File: src/rtl/rr_stream_mux.sv
// rtl/rr_stream_mux.sv - N-channel round-robin / forced-select stream multiplexer with 1-entry output buffer
module rr_stream_mux #(
    parameter int N_CH   = 4,
    parameter int DATA_W = 8,
    parameter int SEL_W  = $clog2(N_CH)
) (
    input  logic                   clk,
    input  logic                   rst_n,
    input  logic [N_CH*DATA_W-1:0] in_data,
    input  logic [N_CH-1:0]        in_valid,
    output logic [N_CH-1:0]        in_ready,
    input  logic                   mode,
    input  logic [SEL_W-1:0]       sel,
    output logic [DATA_W-1:0]      out_data,
    output logic [SEL_W-1:0]       out_ch,
    output logic                   out_valid,
    input  logic                   out_ready
);

    typedef enum logic {
        ST_EMPTY = 1'b0,
        ST_FULL  = 1'b1
    } buf_state_t;

    buf_state_t          r_state;
    buf_state_t          w_state_nxt;
    logic [DATA_W-1:0]   r_out_data;
    logic [SEL_W-1:0]    r_out_ch;
    logic [SEL_W-1:0]    r_last_grant;

    logic                w_load_en;
    logic                w_rr_vld;
    logic [SEL_W-1:0]    w_rr_idx;
    logic                w_fs_vld;
    logic [SEL_W-1:0]    w_fs_idx;
    logic                w_grant_vld;
    logic [SEL_W-1:0]    w_grant_idx;
    logic [DATA_W-1:0]   w_grant_data;
    logic [N_CH-1:0]     w_ready;

    // The buffer can take a new word when it is empty or is being drained this cycle
    assign w_load_en = (r_state == ST_EMPTY) || out_ready;

    // Round-robin search: first valid channel after the last one served, wrapping to 0
    always_comb begin
        w_rr_vld = 1'b0;
        w_rr_idx = '0;
        for (int k = 1; k <= N_CH; k++) begin
            for (int i = 0; i < N_CH; i++) begin
                if (!w_rr_vld && in_valid[i] &&
                    (((int'(r_last_grant) + k) % N_CH) == i)) begin
                    w_rr_vld = 1'b1;
                    w_rr_idx = SEL_W'(i);
                end
            end
        end
    end

    // Forced select: an out-of-range sel matches no channel and therefore grants nothing
    always_comb begin
        w_fs_vld = 1'b0;
        w_fs_idx = '0;
        for (int i = 0; i < N_CH; i++) begin
            if (sel == SEL_W'(i) && in_valid[i]) begin
                w_fs_vld = 1'b1;
                w_fs_idx = SEL_W'(i);
            end
        end
    end

    // Final grant, gated by buffer availability
    always_comb begin
        w_grant_vld = 1'b0;
        w_grant_idx = '0;
        if (w_load_en) begin
            w_grant_vld = mode ? w_fs_vld : w_rr_vld;
            w_grant_idx = mode ? w_fs_idx : w_rr_idx;
        end
    end

    // One-hot ready for the granted channel; held low while in reset
    always_comb begin
        w_ready      = '0;
        w_grant_data = '0;
        for (int i = 0; i < N_CH; i++) begin
            if (w_grant_vld && w_grant_idx == SEL_W'(i)) begin
                w_ready[i]   = 1'b1;
                w_grant_data = in_data[i*DATA_W +: DATA_W];
            end
        end
        if (!rst_n) begin
            w_ready = '0;
        end
    end

    // Buffer state register
    always_ff @(posedge clk) begin
        if (!rst_n) begin
            r_state <= ST_EMPTY;
        end else begin
            r_state <= w_state_nxt;
        end
    end

    // Buffer next state: reload on grant whenever loading is allowed, otherwise hold
    always_comb begin
        w_state_nxt = r_state;
        if (w_load_en) begin
            w_state_nxt = w_grant_vld ? ST_FULL : ST_EMPTY;
        end
    end

    // Capture granted word and remember who was served so round-robin resumes after it
    always_ff @(posedge clk) begin
        if (!rst_n) begin
            r_out_data   <= '0;
            r_out_ch     <= '0;
            r_last_grant <= SEL_W'(N_CH - 1);
        end else if (w_grant_vld) begin
            r_out_data   <= w_grant_data;
            r_out_ch     <= w_grant_idx;
            r_last_grant <= w_grant_idx;
        end
    end

    assign in_ready  = w_ready;
    assign out_data  = r_out_data;
    assign out_ch    = r_out_ch;
    assign out_valid = (r_state == ST_FULL);

endmodule
File: config.mk
export PLATFORM = sky130hd
export DESIGN_NAME = rr_stream_mux
export DESIGN_NICKNAME = d
export VERILOG_FILES = /design/src/rtl/rr_stream_mux.sv
export SDC_FILE = /design/constraint.sdc
export NUM_CORES = 1
export LEC_CHECK = 0
export CAP_MARGIN = 20
export CELL_PAD_IN_SITES_DETAIL_PLACEMENT = 0
export CELL_PAD_IN_SITES_GLOBAL_PLACEMENT = 1
export CORE_ASPECT_RATIO = 0.8
export CORE_MARGIN = 1.5
export CORE_UTILIZATION = 25
export CTS_CLUSTER_SIZE = 24
export DETAILED_ROUTE_END_ITERATION = 12
export PLACE_DENSITY_LB_ADDON = 0.12
export SLEW_MARGIN = 10
export SYNTH_ARGS = -nofsm -noshare
export SYNTH_HDL_FRONTEND = slang
export SYNTH_SLANG_ARGS = --single-unit
File: constraint.sdc
create_clock -name clk -period 2.3 [get_ports clk]
set_input_delay 0.345 -clock clk [delete_from_list [all_inputs] [get_ports clk]]
set_output_delay 0.345 -clock clk [all_outputs]
set_load 0.01 [all_outputs]
==> reports/qor.txt, run 1 <==
Avg WL per Cell: 14.4 um
First-pass GRT wire length: 5.88 mm
Clock latency on the worst-skew pair: 240 ps
DRT Pass-1 Iters: 4
Yosys top cell area share: 27.1%
Worst Hold Depth: 2
Number of library cell types mapped by synthesis: 32
Placed cell count: 247
IO Count: 57
Fmax: 455 MHz
GPL Wtd Cong: 0.837
Post-route insts no fill: 252
DRC viols: 0
HPWL Detailed: 2.71 mm
Min cycle time layout: 2200 ps
Post-synthesis sequential area ratio: 27.1%
Worst path max stage delay: 580 ps
DRT iter0 DRCs: 33
Clock Root Buffer: clkbuf_8
Initial core utilization: 27.1%
Clk slew on worst S/H paths: 60 ps
Final nets: 253
Layout Skew: 1.02 ps
Capturing point of the worst reg2reg path: out_data[7]$_SDFFE_PN0P_
IO Port Bufs: 56
Final setup TNS: 0 ps
H-tree depth: 1
Initial antenna violation count: 0
Kind of critical path: input port to output pin
Post-DRT Antenna Nets: 0
Fill count: 333
Maximum VDD drop: 0.000355 V
Final hold violations: 0
Status: finished clean
Routed WL: 3.63 mm
Cell Pwr Density: 487 nW/um^2
Yosys reg bits: 13
R2R cell count: 8
HP Class: flop to flop
Mean post-synth cell area: 7.28 sq um
Die Y: 58.5 um
Final period util: 95.5%
Final setup vio count: 0
Share of layout cells above drive strength 1: 21.9%
Full die area: 4230 sq um
Routed vias/inst: 4.93
Synth top area cells: dfxtp_1 27%, o21ai_0 9.9%, a221oi_1 6.4%
Synth Instances: 132
Register-to-register setup slack: 200 ps
Synth warnings: 0
MaxCap Viol Count: 0
Congestion Overflow GR: 0
Mapped cell area: 961 sq um
CP Max Fanout: 5
Area grow syn2layout: 88.5%
Critical path endpoint category: output pin
Core area: 3540 sq um
Worst Max-Slew Pin Slew: 351 ps
FF-to-FF Start: r_last_grant[1]$_SDFFE_PN1P_
Largest net degree at the start of global routing: 19
Syn_nets: 174
Hold Path Sink: out_ch[1]$_SDFFE_PN0P_
Number of CTS-inserted buffers: 3
CTS tree: done
RSZ-0062 raised after global routing: false
Crit-path cells: clkdlybuf4s15_1, or4b_4, o211ai_2, o311ai_2, nor2b_2, and2_1, buf_2
Routed via count: 1243
Vias in the first global route: 1312
Pins over their slew limit: 0
N_diodes: 0
Clock Tree Buf Depth: 2
Site row count: 19
Synth area leader: dfxtp_1
Clk sink count: 13
CP Launch Type: input port
Hold Crit Start: out_ch[1]$_SDFFE_PN0P_
Required time of the critical path: 1960 ps
GR Util All Layers: 17.8%
CP max-delay cell: or4b_4
Slew margin rel.: 76.4%
WP data arrival: 1850 ps
Lkg Pwr: 0.805 nW
Die W: 72.3 um
## cell usage in the layout, fill, tap and decap left out, types with 4 or more instances in the layout
cell / count
buf_2: 4
a21oi_1: 9
mux2i_1: 4
nand2_1: 6
a221oi_1: 7
and3_1: 8
dfxtp_1: 12
buf_4: 27
inv_1: 11
clkdlybuf4s50_1: 47
o21ai_0: 16
nor2_1: 15
## synthesized netlist by cell type
| cell type | instances |
|---|---|
| o21ai_0 | 19 |
| mux2i_1 | 4 |
| and2_1 | 2 |
| nand2_1 | 7 |
| nor3_1 | 1 |
| o31a_1 | 2 |
| nand3b_1 | 2 |
| a221oi_1 | 7 |
| clkbuf_1 | 5 |
| nand3_1 | 2 |
| o211a_1 | 1 |
| o21a_1 | 2 |
| o31ai_1 | 1 |
| o211ai_2 | 1 |
| a41oi_1 | 1 |
| a21oi_1 | 9 |
| o32ai_1 | 1 |
| nor2b_1 | 3 |
| o221ai_1 | 1 |
| o311ai_1 | 1 |
| nor2_1 | 15 |
| dfxtp_1 | 13 |
| and3_1 | 8 |
| inv_1 | 11 |
| a21o_1 | 1 |
| o21bai_1 | 1 |
| nor3b_1 | 1 |
| buf_2 | 2 |
| a21boi_0 | 3 |
| clkbuf_2 | 1 |
| buf_6 | 3 |
| or4b_4 | 1 |
## critical path, delay by kind of cell
kind / cells / cell delay (ps)
AND/OR/NAND/NOR: 3 / 900
buffers and inverters: 2 / 370
AO/OA/AOI/OAI: 2 / 220
## metrics by stage
stage | util [%] | hold slack [ps] | total power [mW] | setup slack (ps) | area, sq um
after floorplan | - | 487 | 0.447 | 230 | 961
after global placement | 48.7 | 463 | 0.658 | -601 | 1720
after detailed placement | 48.7 | 469 | 0.660 | -624 | 1720
after CTS | 50.7 | 482 | 0.883 | 15.9 | 1790
after global routing | 51.1 | 514 | 0.940 | 27.4 | 1810
final | 51.1 | 477 | 0.882 | 105 | 1810
## how the worst max path moves through the flow
stage                             end  cells past startpoint   startpoint
final                     in_ready[1]                      7  in_valid[1]
after CTS                 in_ready[0]                      8       sel[1]
after global placement    in_ready[0]                      8  in_valid[1]
after detailed placement  in_ready[2]                      8  in_valid[1]
after floorplan           in_ready[1]                      7  in_valid[1]
after global routing      in_ready[1]                      8         mode
## routing by layer
metal / vias to the layer above / global-route usage, % / routed length, um
li1: 631 / - / -
met1: 559 / 22.8 / 1770
met2: 51 / 29.4 / 1570
met3: 2 / 6.16 / 281
met4: 0 / 3.77 / 6
met5: - / 0 / 0
## layout make-up
class	instances	area (sq um)	area share, %
Clock buffer	4	45.0	2.49
Inverter	11	41.3	2.28
Multi-Input combinational cell	97	647	35.7
Sequential cell	13	262	14.4
Tap cell	42	52.6	2.90
Timing Repair Buffer	85	764	42.2
## where the power goes
part | switching [mW] | internal [mW] | total, mW | leakage [nW]
clock | 0.0863 | 0.122 | 0.209 | 0.0228
combinational | 0.176 | 0.225 | 0.401 | 0.675
sequential | 0.0166 | 0.255 | 0.272 | 0.108
## flip-flops by register name, summed over array words and instances, names as in the netlist
name,flops
out_data,8
out_ch,2
r_last_grant,2
out_valid,1
## what timing repair did
item                                   4_1_cts  5_1_grt
pin swaps                                    4        2
setup endpoints to repair                   12        4
resized for setup                           28        8
buffers inserted                             0        1
hold buffers                                 0        0
endpoints found under the hold margin        0        0
## cells by family (layout without fill, tap and decap cells)
group	Yosys count	in the layout	synth area share (%)
AOI/OAI and AO/OA	51	51	35.0
and+or+nand+nor	42	42	22.4
buffers and inverters	22	100	11.3
DFF	13	13	27.1
muxes	4	4	4.17
(Power assumes the default switching activity.)
==> run 2, diff against run 1 <==
--- a/config.mk
+++ b/config.mk
@@ -5,6 +5,7 @@
 export SDC_FILE = /design/constraint.sdc
 export NUM_CORES = 1
 export LEC_CHECK = 0
+export ABC_AREA = 1
 export CAP_MARGIN = 20
 export CELL_PAD_IN_SITES_DETAIL_PLACEMENT = 0
 export CELL_PAD_IN_SITES_GLOBAL_PLACEMENT = 1
==> reports/qor.txt, run 2 <==
Status: finished, violations left (was finished clean)
Failing checks: negative setup slack
Routed wl met3: 294 um (was 281 um)
Routed WL: 4.55 mm (was 3.63 mm)
Most frequent cells in the layout: 48 x clkdlybuf4s50_1, 47 x buf_4, 38 x nand2_1 (was 47 x clkdlybuf4s50_1, 27 x buf_4, 16 x o21ai_0)
Clock latency on the worst-skew pair: 240 ps (about the same)
HP Class: flop to flop (unchanged)
N_diodes: 0 (unchanged)
Placed cell count: 331 (was 247)
Mapped cell area: 1090 sq um (was 961 sq um)
IO Port Bufs: 56 (unchanged)
Most common cell after layout, fill and taps aside: clkdlybuf4s50_1 (unchanged)
Required time of the critical path: 1960 ps (about the same)
Combinational cell fraction of total power: 56.8% (was 45.5%)
First-pass GRT wire length: 7.15 mm (was 5.88 mm)
Routed vias/inst: 4.54 (was 4.93)
Post-synth top cells: 44 x nand2_1, 34 x nor2_1, 24 x nand3_1, 19 x inv_1, 14 x nand4_1 (was 19 x o21ai_0, 15 x nor2_1, 13 x dfxtp_1, 11 x inv_1, 9 x a21oi_1)
Avg WL per Cell: 12.9 um (was 14.4 um)
Area grow syn2layout: 108% (was 88.5%)
Syn_nets: 233 (was 174)
Post-synthesis sequential area ratio: 23.8% (was 27.1%)
Synth warnings: 0 (unchanged)
FF-to-FF Start: r_last_grant[1]$_SDFFE_PN1P_ (unchanged)
Final nets: 339 (was 253)
Pins over their slew limit: 0 (unchanged)
Final setup vio count: 14 (was 0)
Die Y: 62.2 um (was 58.5 um)
Initial antenna violation count: 0 (unchanged)
Number of flops mapped to enable cells by yosys: 0 (unchanged)
Lkg Pwr: 1.03 nW (was 0.805 nW)
CP Max Fanout: 6 (was 5)
Pre-CTS setup slack: -940 ps (was -624 ps)
H-tree depth: 1 (unchanged)
Final setup TNS: -3410 ps (was 0 ps)
Synth top area cells: dfxtp_1 24%, nand2_1 15%, nor2_1 12% (was dfxtp_1 27%, o21ai_0 9.9%, a221oi_1 6.4%)
Post-route design area: 2280 sq um (was 1810 sq um)
Highest routed layer: met4 (unchanged)
HPWL Detailed: 3.09 mm (was 2.71 mm)
CP Launch Type: flop (was input port)
Number of CTS-inserted buffers: 3 (unchanged)
Number of library cell types mapped by synthesis: 23 (was 32)
Share of layout cells above drive strength 1: 32.8% (was 21.9%)
Site row count: 21 (was 19)
Final hold violations: 0 (unchanged)
Cell Pwr Density: 497 nW/um^2 (was 487 nW/um^2)
IO Count: 57 (unchanged)
Power, Total: 1.13 mW (was 0.882 mW)
Asr flop ratio synth: 0% (unchanged)
Number of flip-flops under the largest register name: 8 (unchanged)
Mean post-synth cell area: 5.73 sq um (was 7.28 sq um)
Clock Tree Buf Depth: 2 (unchanged)
Met2 wire length: 2.14 mm (was 1.57 mm)
Clock Root Buffer: clkbuf_8 (unchanged)
Synth Instances: 191 (was 132)
DRT Pass-1 Iters: 4 (unchanged)
Worst Max-Slew Pin Slew: 449 ps (was 351 ps)
Maximum VDD drop: 0.000271 V (was 0.000355 V)
Critical path endpoint category: output pin (unchanged)
DRC viols: 0 (unchanged)
Worst Hold Depth: 2 (unchanged)
Initial core utilization: 26.0% (was 27.1%)
Hold Crit Start: out_data[1]$_SDFFE_PN0P_ (was out_ch[1]$_SDFFE_PN0P_)
Cell Int Power: 0.708 mW (was 0.603 mW)
WP data arrival: 2380 ps (was 1850 ps)
Final period util: 119% (was 95.5%)
Post-DRT Antenna Nets: 0 (unchanged)
Routed via count: 1603 (was 1243)
Min cycle time layout: 2730 ps (was 2200 ps)
Reg power frac: 24.9% (was 30.8%)
Switch share: 37.5% (was 31.6%)
MaxCap Viol Count: 0 (unchanged)
M1 WL: 2.07 mm (was 1.77 mm)
Synth area leader: dfxtp_1 (unchanged)
Switching power: 0.425 mW (was 0.279 mW)
Setup ws final: -428 ps (was 105 ps)
RSZ-0062 raised after global routing: true (was false)
CTS tree: done (unchanged)
Congestion Overflow GR: 0 (unchanged)
DRT iter0 DRCs: 59 (was 33)
Layout Skew: 4.18 ps (was 1.02 ps)
GR Util All Layers: 18.3% (was 17.8%)
Power share of the clock group: 18.3% (was 23.7%)
Die W: 77.0 um (was 72.3 um)
Full die area: 4790 sq um (was 4230 sq um)
Synth Flop Type: dfxtp_1 (unchanged)
Kind of critical path: flop to output pin (was input port to output pin)
GPL Wtd Cong: 0.816 (was 0.837)
Core area: 4200 sq um (was 3540 sq um)
Fill count: 436 (was 333)
Most instantiated library cell after synthesis: nand2_1 (was o21ai_0)
R2R cell count: 18 (was 8)
Clk slew on worst S/H paths: 60 ps (about the same)
Yosys reg bits: 13 (unchanged)
Post-route insts no fill: 353 (was 252)
Vias in the first global route: 1558 (was 1312)
Largest net degree at the start of global routing: 26 (was 19)
Placed inst area: 1980 sq um (was 1720 sq um)
Yosys top cell area share: 23.8% (was 27.1%)
Register-to-register setup slack: -240 ps (was 200 ps)
Capturing point of the worst reg2reg path: out_data[1]$_SDFFE_PN0P_ (was out_data[7]$_SDFFE_PN0P_)
Clk sink count: 13 (unchanged)
Fmax: 367 MHz (was 455 MHz)
Slew margin rel.: 69.7% (was 76.4%)
Hold Path Sink: out_data[1]$_SDFFE_PN0P_ (was out_ch[1]$_SDFFE_PN0P_)
==> run 2: changes by cell type after synthesis, moves of 7 or more <==
cell and change:
a221oi_1 -7, and3_1 -8, inv_1 +8, nand2_1 +37
nand3_1 +22, nand4_1 +14, nor2_1 +19, o21ai_0 -11
==> run 2: area by class of cell <==
| cell class | instances | area, sq um | area share, % |
|---|---|---|---|
| repair buffers | 108 | 948 | 41.6 |
| well taps | 57 | 71.3 | 3.12 |
| flip-flops and latches | 13 | 268 | 11.7 |
| multi-input cells | 148 | 861 | 37.7 |
| inverters | 23 | 88.8 | 3.89 |
| clock buffers | 4 | 45.0 | 1.97 |
==> run 2: how the worst max path moves through the flow <==
stage          depth (start not counted)  slack, ps                          from     endpoint
4_1_cts                               15       -370  r_last_grant[0]$_SDFFE_PN1P_  in_ready[2]
2_1_floorplan                         15       -130                   in_valid[1]  in_ready[0]
3_3_place_gp                          15       -900                   in_valid[3]  in_ready[0]
5_1_grt                               15       -590  r_last_grant[0]$_SDFFE_PN1P_  in_ready[0]
3_5_place_dp                          15       -940                   in_valid[3]  in_ready[0]
6_report                              14       -430  r_last_grant[1]$_SDFFE_PN1P_  in_ready[0]
==> run 2: metrics by stage <==
step | hold slack (ps) | utilization [%]
4_1_cts | 459 | 52.1
5_1_grt | 489 | 54.3
2_1_floorplan | 483 | -
6_report | 467 | 54.3
3_3_place_gp | 448 | 47.1
3_5_place_dp | 449 | 47.1
==> run 2: per-layer routing <==
metal,track usage [%],up-vias
met3,4.41,4
met5,0,-
met4,3.64,0
met2,30.6,54
met1,24.1,698
li1,-,847
==> run 2: repair_timing <==
action / 4_1_cts / 5_1_grt
gates resized for setup: 41 / 19
setup buffers: 16 / 2
pin swaps: 16 / 17
hold buffers: 0 / 0
endpoints found under the hold margin: 0 / 0
gates cloned: 0 / 0
setup endpoints to repair: 14 / 17
==> run 2: cells by family after synthesis <==
group	after synthesis	synth area share [%]
buf+inv	30	11.2
simple gates	129	55.0
compound gates	19	10.1
flops	13	23.8
==> run 2: critical path: stages, from the launching register on <==
cell and delay, ps:
dfxtp_4 410, inv_2 70, nor2_1 130, nand2_1 120, nand4_1 160, nor2_2 60
buf_4 130, nand4_1 80, nand2_1 80, nor3_2 160, nand2_1 100, nor2_2 140
nor2_4 70, nor4_4 270, buf_2 170
==> run 2: power by group through the flow <==
stage          combinational, mW  clock, mW  sequential (mW)
2_1_floorplan              0.262          0            0.290
3_3_place_gp               0.542          0            0.280
3_5_place_dp               0.537          0            0.280
4_1_cts                    0.596      0.214            0.280
5_1_grt                    0.701      0.227            0.286
6_report                   0.644      0.207            0.282
